[src/rtl/mccu_pkg.sv]
// Shared encodings for the multi-cycle control unit: opcodes, FSM states,
// ALU functions, next-PC and write-register selects, decoded instruction class.
package mccu_pkg;

    localparam logic [5:0] OP_ADD   = 6'b000000;
    localparam logic [5:0] OP_SUB   = 6'b000001;
    localparam logic [5:0] OP_ADDIU = 6'b000010;
    localparam logic [5:0] OP_ANDI  = 6'b010000;
    localparam logic [5:0] OP_AND   = 6'b010001;
    localparam logic [5:0] OP_ORI   = 6'b010010;
    localparam logic [5:0] OP_OR    = 6'b010011;
    localparam logic [5:0] OP_SLL   = 6'b011000;
    localparam logic [5:0] OP_SLTI  = 6'b011100;
    localparam logic [5:0] OP_SW    = 6'b100110;
    localparam logic [5:0] OP_LW    = 6'b100111;
    localparam logic [5:0] OP_BEQ   = 6'b110000;
    localparam logic [5:0] OP_BNE   = 6'b110001;
    localparam logic [5:0] OP_J     = 6'b111000;
    localparam logic [5:0] OP_JR    = 6'b111001;
    localparam logic [5:0] OP_JAL   = 6'b111010;
    localparam logic [5:0] OP_HALT  = 6'b111111;

    typedef enum logic [3:0] {
        S_IF      = 4'b0000,
        S_ID      = 4'b0001,
        S_EXE_MEM = 4'b0010,
        S_MEM     = 4'b0011,
        S_WB_LD   = 4'b0100,
        S_EXE_BR  = 4'b0101,
        S_EXE_AL  = 4'b0110,
        S_WB_AL   = 4'b0111,
        S_HALT    = 4'b1000
    } state_t;

    localparam logic [2:0] ALU_ADD = 3'b000;
    localparam logic [2:0] ALU_SUB = 3'b001;
    localparam logic [2:0] ALU_SLL = 3'b010;
    localparam logic [2:0] ALU_OR  = 3'b011;
    localparam logic [2:0] ALU_AND = 3'b100;
    localparam logic [2:0] ALU_SLT = 3'b110;

    localparam logic [1:0] PC_NEXT   = 2'b00;
    localparam logic [1:0] PC_BRANCH = 2'b01;
    localparam logic [1:0] PC_JUMP   = 2'b10;
    localparam logic [1:0] PC_REG    = 2'b11;

    localparam logic [1:0] REG_DST_RT = 2'b00;
    localparam logic [1:0] REG_DST_RD = 2'b01;
    localparam logic [1:0] REG_DST_RA = 2'b10;

    typedef enum logic [3:0] {
        CLS_NOP,
        CLS_ALU,
        CLS_BEQ,
        CLS_BNE,
        CLS_LW,
        CLS_SW,
        CLS_J,
        CLS_JAL,
        CLS_JR,
        CLS_HALT
    } inst_class_t;

    typedef struct packed {
        inst_class_t cls;
        logic [2:0]  alu_op;
        logic        alu_src_a;
        logic        alu_src_b;
        logic        ext_sel;
        logic [1:0]  reg_dst;
    } decode_t;

endpackage

[src/rtl/mccu_decode.sv]
// Combinational per-opcode select table and instruction classifier.
// JAL/JR are recognised only when MCCU_JAL_JR_EN is defined.
module mccu_decode
    import mccu_pkg::*;
(
    input  logic [5:0] op,
    output decode_t    dec
);

    always_comb begin
        dec.cls       = CLS_NOP;
        dec.alu_op    = ALU_ADD;
        dec.alu_src_a = 1'b0;
        dec.alu_src_b = 1'b0;
        dec.ext_sel   = 1'b1;
        dec.reg_dst   = REG_DST_RT;
        case (op)
            OP_ADD: begin
                dec.cls     = CLS_ALU;
                dec.reg_dst = REG_DST_RD;
            end
            OP_SUB: begin
                dec.cls     = CLS_ALU;
                dec.alu_op  = ALU_SUB;
                dec.reg_dst = REG_DST_RD;
            end
            OP_ADDIU: begin
                dec.cls       = CLS_ALU;
                dec.alu_src_b = 1'b1;
            end
            OP_ANDI: begin
                dec.cls       = CLS_ALU;
                dec.alu_op    = ALU_AND;
                dec.alu_src_b = 1'b1;
                dec.ext_sel   = 1'b0;
            end
            OP_AND: begin
                dec.cls     = CLS_ALU;
                dec.alu_op  = ALU_AND;
                dec.reg_dst = REG_DST_RD;
            end
            OP_ORI: begin
                dec.cls       = CLS_ALU;
                dec.alu_op    = ALU_OR;
                dec.alu_src_b = 1'b1;
                dec.ext_sel   = 1'b0;
            end
            OP_OR: begin
                dec.cls     = CLS_ALU;
                dec.alu_op  = ALU_OR;
                dec.reg_dst = REG_DST_RD;
            end
            OP_SLL: begin
                dec.cls       = CLS_ALU;
                dec.alu_op    = ALU_SLL;
                dec.alu_src_a = 1'b1;
                dec.reg_dst   = REG_DST_RD;
            end
            OP_SLTI: begin
                dec.cls       = CLS_ALU;
                dec.alu_op    = ALU_SLT;
                dec.alu_src_b = 1'b1;
            end
            OP_SW: begin
                dec.cls       = CLS_SW;
                dec.alu_src_b = 1'b1;
            end
            OP_LW: begin
                dec.cls       = CLS_LW;
                dec.alu_src_b = 1'b1;
            end
            OP_BEQ: begin
                dec.cls    = CLS_BEQ;
                dec.alu_op = ALU_SUB;
            end
            OP_BNE: begin
                dec.cls    = CLS_BNE;
                dec.alu_op = ALU_SUB;
            end
            OP_J:    dec.cls = CLS_J;
            OP_HALT: dec.cls = CLS_HALT;
`ifdef MCCU_JAL_JR_EN
            OP_JAL: begin
                dec.cls     = CLS_JAL;
                dec.reg_dst = REG_DST_RA;
            end
            OP_JR:   dec.cls = CLS_JR;
`endif
            default: dec.cls = CLS_NOP;
        endcase
    end

endmodule

[src/rtl/multi_cycle_control_unit.sv]
// Multi-cycle IF/ID/EXE/MEM/WB control sequencer with Moore strobes.
// Optional JAL/JR support is enabled by defining MCCU_JAL_JR_EN.
module multi_cycle_control_unit
    import mccu_pkg::*;
#(
    parameter int STATE_W = 4
) (
    input  logic               CLK,
    input  logic               Reset,
    input  logic [5:0]         OpCode,
    input  logic               zero,
    output logic               PCWre,
    output logic               IRWre,
    output logic               InsMemRW,
    output logic               ALUSrcA,
    output logic               ALUSrcB,
    output logic [2:0]         ALUOp,
    output logic               ExtSel,
    output logic [1:0]         RegDst,
    output logic               WrRegDSrc,
    output logic               DBDataSrc,
    output logic               RegWre,
    output logic               RD,
    output logic               WR,
    output logic [1:0]         PCSrc,
    output logic [STATE_W-1:0] State
);

    state_t     state_q;
    state_t     state_d;
    logic [5:0] op_q;
    logic [5:0] op_eff;
    decode_t    dec;

    // IR is stable during ID, so decode the live opcode there; later states use the copy taken in ID.
    assign op_eff = (state_q == S_ID) ? OpCode : op_q;

    mccu_decode u_decode (
        .op  (op_eff),
        .dec (dec)
    );

    always_ff @(posedge CLK) begin
        if (Reset) begin
            state_q <= S_IF;
            op_q    <= '0;
        end else begin
            state_q <= state_d;
            if (state_q == S_ID) begin
                op_q <= OpCode;
            end
        end
    end

    always_comb begin
        state_d   = state_q;
        IRWre     = 1'b0;
        PCWre     = 1'b0;
        RegWre    = 1'b0;
        RD        = 1'b1;
        WR        = 1'b1;
        InsMemRW  = 1'b1;
        PCSrc     = PC_NEXT;
        ALUOp     = ALU_ADD;
        ALUSrcA   = 1'b0;
        ALUSrcB   = 1'b0;
        ExtSel    = 1'b1;
        RegDst    = REG_DST_RT;
        WrRegDSrc = 1'b1;
        DBDataSrc = 1'b0;

        if (state_q != S_IF && state_q != S_HALT) begin
            ALUOp     = dec.alu_op;
            ALUSrcA   = dec.alu_src_a;
            ALUSrcB   = dec.alu_src_b;
            ExtSel    = dec.ext_sel;
            RegDst    = dec.reg_dst;
            DBDataSrc = (dec.cls == CLS_LW);
        end

        case (state_q)
            S_IF: begin
                IRWre   = 1'b1;
                state_d = S_ID;
            end
            S_ID: begin
                case (dec.cls)
                    CLS_ALU:          state_d = S_EXE_AL;
                    CLS_BEQ, CLS_BNE: state_d = S_EXE_BR;
                    CLS_LW, CLS_SW:   state_d = S_EXE_MEM;
                    CLS_HALT:         state_d = S_HALT;
                    CLS_J: begin
                        PCWre   = 1'b1;
                        PCSrc   = PC_JUMP;
                        state_d = S_IF;
                    end
`ifdef MCCU_JAL_JR_EN
                    CLS_JAL: begin
                        PCWre     = 1'b1;
                        PCSrc     = PC_JUMP;
                        RegWre    = 1'b1;
                        WrRegDSrc = 1'b0;
                        state_d   = S_IF;
                    end
                    CLS_JR: begin
                        PCWre   = 1'b1;
                        PCSrc   = PC_REG;
                        state_d = S_IF;
                    end
`endif
                    default: begin
                        PCWre   = 1'b1;
                        state_d = S_IF;
                    end
                endcase
            end
            S_EXE_AL: state_d = S_WB_AL;
            S_WB_AL: begin
                RegWre  = 1'b1;
                PCWre   = 1'b1;
                state_d = S_IF;
            end
            S_EXE_BR: begin
                PCWre   = 1'b1;
                if ((dec.cls == CLS_BEQ && zero) || (dec.cls == CLS_BNE && !zero)) begin
                    PCSrc = PC_BRANCH;
                end
                state_d = S_IF;
            end
            S_EXE_MEM: state_d = S_MEM;
            S_MEM: begin
                if (dec.cls == CLS_LW) begin
                    RD      = 1'b0;
                    state_d = S_WB_LD;
                end else begin
                    WR      = 1'b0;
                    PCWre   = 1'b1;
                    state_d = S_IF;
                end
            end
            S_WB_LD: begin
                RegWre  = 1'b1;
                PCWre   = 1'b1;
                state_d = S_IF;
            end
            S_HALT:  state_d = S_HALT;
            default: state_d = S_IF;
        endcase
    end

    assign State = STATE_W'(state_q);

endmodule

[config.mk]
export PLATFORM = sky130hd
export DESIGN_NAME = multi_cycle_control_unit
export DESIGN_NICKNAME = d
export VERILOG_FILES = /design/src/rtl/mccu_pkg.sv /design/src/rtl/mccu_decode.sv /design/src/rtl/multi_cycle_control_unit.sv
export SDC_FILE = /design/constraint.sdc
export NUM_CORES = 1
export LEC_CHECK = 0
export ABC_CLOCK_PERIOD_IN_PS = 2860
export CAP_MARGIN = 20
export CORE_MARGIN = 2
export CORE_UTILIZATION = 48
export CTS_CLUSTER_DIAMETER = 30
export DETAILED_ROUTE_END_ITERATION = 10
export HOLD_SLACK_MARGIN = 0.03
export PLACE_DENSITY_LB_ADDON = 0.08
export SYNTH_ARGS = -nofsm -noshare
export SYNTH_HDL_FRONTEND = slang
export SYNTH_SLANG_ARGS = --single-unit
[constraint.sdc]
create_clock -name CLK -period 2.86 [get_ports CLK]
set_clock_uncertainty 0.2 [all_clocks]
set_input_delay 0.429 -clock CLK [delete_from_list [all_inputs] [get_ports CLK]]
set_output_delay 0.429 -clock CLK [all_outputs]
set_load 0.005 [all_outputs]
==> metrics.txt <==
# TYPE chip_impl_metric gauge
chip_impl_info{name="run_status",value="complete, but fails checks"} 1
chip_impl_info{name="failing_checks",value="setup timing"} 1
chip_impl_metric{name="viasPerCell",unit=""} 6.67
chip_impl_metric{name="drt_wl_total",unit="mm"} 6.23
chip_impl_metric{name="synthesis.instances",unit=""} 150
chip_impl_metric{name="hold_violations",unit=""} 0
chip_impl_metric{name="worstMarginPinSlew",unit="ns"} 0.833
chip_impl_info{name="top_ff_cell_synth",value="dfxtp_1"} 1
chip_impl_metric{name="clock.fmax",unit="MHz"} 322
chip_impl_metric{name="timing.critical_path.buf_inv",unit=""} 3
chip_impl_metric{name="layout-drive-gt1-share",unit="%"} 53.8
chip_impl_metric{name="routedWlPerCell",unit="um"} 23.3
chip_impl_metric{name="antenna-diode-count",unit=""} 0
chip_impl_info{name="cpLargestDelayFamily",value="compound AO/OA/AOI/OAI gates"} 1
chip_impl_metric{name="p_leak",unit="nW"} 0.904
chip_impl_metric{name="adder_and_majority_gate_portion_of_the_synthesized_area",unit="%"} 0
chip_impl_metric{name="cts-buffers-inserted",unit=""} 3
chip_impl_metric{name="clkSlewWorstSetupHoldPaths",unit="ns"} 0.07
chip_impl_metric{name="worst_skew_pair.late_latency",unit="ns"} 0.26
chip_impl_metric{name="antenna_found_initial",unit=""} 0
chip_impl_metric{name="design.die.area",unit="sq mm"} 0.00277
chip_impl_metric{name="die_y",unit="um"} 52.6
chip_impl_metric{name="final_nets",unit=""} 251
chip_impl_metric{name="globalRouteOverflowTotal",unit=""} 0
chip_impl_info{name="synth_area_leaders",value="dfxtp_1 18%, nor2_1 8.3%, mux2i_1 5.3%"} 1
chip_impl_metric{name="synth.avg_cell_area",unit="sq um"} 7.57
chip_impl_info{name="synthDominantAreaCellType",value="dfxtp_1"} 1
chip_impl_metric{name="clock_tree.buffer_depth",unit=""} 2
chip_impl_info{name="clock_tree_from_tritoncts",value="built"} 1
chip_impl_info{name="clock_tree.root_cell",value="clkbuf_4"} 1
chip_impl_metric{name="drv_cap",unit=""} 0
chip_impl_info{name="synth.top_cells.by_count",value="25 x nor2_1, 10 x dfxtp_1, 9 x nand2_1, 7 x a21oi_1, 7 x nor2b_1"} 1
chip_impl_info{name="synth_top_family_by_area",value="simple AND/OR/NAND/NOR gates"} 1
chip_impl_metric{name="worst-endpoint-arrival",unit="ns"} 2.48
chip_impl_metric{name="maxSlewViolCount",unit=""} 0
chip_impl_metric{name="grt_pass1_wl",unit="mm"} 7.16
chip_impl_metric{name="ys_types",unit=""} 49
chip_impl_info{name="crit_path_start_kind",value="register"} 1
chip_impl_info{name="hold_path.class",value="reg2reg"} 1
chip_impl_metric{name="synth_compound_gate_area_share",unit="%"} 17.4
chip_impl_metric{name="drcViolationCount",unit=""} 0
chip_impl_metric{name="path_max_fanout",unit=""} 4
chip_impl_metric{name="drt_iter0_markers",unit=""} 197
chip_impl_metric{name="clock_tree.htree_level_count",unit=""} 1
chip_impl_metric{name="post_dp_cell_area",unit="sq mm"} 0.00173
chip_impl_metric{name="slowest_delay",unit="ns"} 0.59
chip_impl_metric{name="grt_start_max_net_pins",unit=""} 10
chip_impl_metric{name="worst_ir_drop_vdd",unit="V"} 0.000441
chip_impl_metric{name="detailroute.via_count",unit=""} 1787
chip_impl_metric{name="share_of_the_synthesized_netlist_area_taken_by_xor_and_xnor_gates",unit="%"} 0
chip_impl_metric{name="core_area",unit="sq mm"} 0.00223
chip_impl_metric{name="fillerInstances",unit=""} 59
chip_impl_metric{name="layout_setup_ws",unit="ns"} -0.245
chip_impl_metric{name="worst_ep_required_time",unit="ns"} 2.23
chip_impl_metric{name="min_period_over_period",unit="%"} 109
chip_impl_metric{name="stdcell_area",unit="sq mm"} 0.00212
chip_impl_metric{name="timing.max_slew.rel_slack",unit="%"} 44.0
chip_impl_metric{name="setup_violation_total_in_the_final_timing_report",unit=""} 12
chip_impl_metric{name="dpl_wire_length",unit="mm"} 2.86
chip_impl_metric{name="placement_rows",unit=""} 17
chip_impl_metric{name="netlist_area",unit="sq mm"} 0.00113
chip_impl_metric{name="cts_num_sinks",unit=""} 10
chip_impl_metric{name="area_delta_synth_final",unit="%"} 86.9
chip_impl_metric{name="synthMuxAreaShare",unit="%"} 16.0
chip_impl_metric{name="yosys_warnings",unit=""} 0
chip_impl_metric{name="global_routing_usage_summed_across_all_routing_layers",unit="%"} 35.6
chip_impl_metric{name="yosys.area_share.simple",unit="%"} 41.8
chip_impl_metric{name="finalCriticalPeriod",unit="ns"} 3.10
chip_impl_metric{name="design.portCount",unit=""} 31
chip_impl_metric{name="synth-edff-count",unit=""} 0
chip_impl_metric{name="drtPass1Iterations",unit=""} 7
chip_impl_info{name="crit_chain",value="or4b_4, buf_12, mux2i_4, o21ai_2, a21oi_4, buf_6, o311ai_2, buf_2"} 1
chip_impl_info{name="critical_path_class",value="reg2out"} 1
chip_impl_info{name="critical_path.slowest_cell",value="or4b_4"} 1
chip_impl_metric{name="seq_area_frac_synth",unit="%"} 17.6
chip_impl_metric{name="finalSetupTns",unit="ns"} -1.11
chip_impl_info{name="worstSetupEndpointType",value="output port"} 1
chip_impl_info{name="post-synth-top-count-cell",value="nor2_1"} 1
chip_impl_metric{name="port-buffer-count",unit=""} 27
chip_impl_info{name="rsz0062_at_grt",value="yes"} 1
chip_impl_metric{name="async_reset_ff_share",unit="%"} 0
chip_impl_metric{name="synth_largest_type_area_fraction",unit="%"} 17.6
chip_impl_metric{name="gpl.final_weighted_congestion",unit=""} 0.911
chip_impl_metric{name="floorplan.die.width",unit="um"} 52.6
chip_impl_metric{name="final_antenna_net_count",unit=""} 0
chip_impl_metric{name="via_count_of_the_first_global_routing_pass",unit=""} 1450
chip_impl_metric{name="pwr_density_cell",unit="mW/mm^2"} 428
chip_impl_metric{name="start_util",unit="%"} 50.8
chip_impl_metric{name="synth_seq_cells",unit=""} 10
[routing by layer]
layer | wire length [um] | share of wire (%) | vias up | track usage [%]
li1 | - | - | 718 | -
met1 | 2210 | 35 | 805 | 46.0
met2 | 2720 | 44 | 195 | 58.3
met3 | 776 | 12 | 69 | 2.86
met4 | 528 | 8.5 | 0 | 18.4
met5 | 0 | 0 | - | 0
[power breakdown]
group / leakage (nW) / internal [W] / switching [W]
registers: 0.0833 / 0.000153 / 0.0000230
clock network: 0.0138 / 0.0000487 / 0.0000490
logic: 0.807 / 0.000327 / 0.000307
[through the flow]
step | utilization, % | cells | hold slack (ns) | power, W | worst slack (ns)
6_report | 95.0 | 268 | 0.524 | 0.000908 | -0.245
5_1_grt | 95.0 | 268 | 0.534 | 0.000932 | -0.285
4_1_cts | 87.5 | 268 | 0.472 | 0.000774 | -0.115
3_5_place_dp | 77.3 | 242 | 0.485 | 0.000589 | -0.331
3_3_place_gp | 77.3 | 242 | 0.467 | 0.000576 | -0.295
2_1_floorplan | - | 151 | 0.301 | 0.000387 | 0.112
[what timing repair did]
| item | CTS | global route |
|---|---|---|
| hold buffers | 0 | 0 |
| setup endpoints to repair | 13 | 14 |
| pin swaps | 17 | 19 |
| resized for setup | 72 | 39 |
| setup buffers | 24 | 4 |
[worst register-to-register path: cells and delay by family, from the launching register on]
kind / cells / cell delay [ns]
and+or+nand+nor: 3 / 0.90
AOI/OAI and AO/OA: 3 / 0.43
DFF: 1 / 0.33
buffers and inverters: 8 / 0.91
[logic make-up (layout without fill, tap and decap cells)]
group	count (synthesis)	after routing
mux	15	15
buf+inv	12	101
compound gates	27	27
other cells	2	3
flops	10	10
simple gates	84	84
[cell type report]
| cell class | count | area [sq um] | share of cell area [%] |
|---|---|---|---|
| Inverter | 1 | 3.75 | 0.177 |
| Multi-Input combinational cell | 129 | 1030 | 48.6 |
| Timing Repair Buffer | 97 | 826 | 38.9 |
| Clock buffer | 3 | 22.5 | 1.06 |
| Tap cell | 28 | 35.0 | 1.65 |
| Sequential cell | 10 | 204 | 9.62 |
[registers in the layout, indices dropped and copies added (netlist names)]
signal / flops
op_q: 6
State: 4
[cells in the final DEF (no fill, tap or decap), types with 2 or more instances in the layout]
master,count
a21oi_1,2
a21oi_2,5
and2_1,2
buf_2,12
buf_4,49
buf_6,19
clkbuf_4,3
clkdlybuf4s50_1,14
conb_1,3
dfxtp_1,7
dfxtp_2,3
mux2_2,3
mux2_4,3
mux2i_1,4
mux2i_4,4
nand2_1,9
nand2b_1,6
nand3_1,6
nand4_1,3
nor2_1,19
nor2_2,3
nor2_4,3
nor2b_1,7
nor3_1,3
nor3b_1,6
nor4_1,2
o211ai_1,5
o21ai_2,3
or2_4,2
or3_1,3
[final timing paths]
kind                 start        to  slack, ns  depth (start not counted)
setup / recovery  State[3]     PCWre      -0.24                          8
hold / removal    State[0]  State[0]       0.52                          3
setup reg to reg  State[3]  State[1]          0                         14
hold reg to reg   State[0]  State[0]       0.52                          3
(Power assumes the default switching activity.)
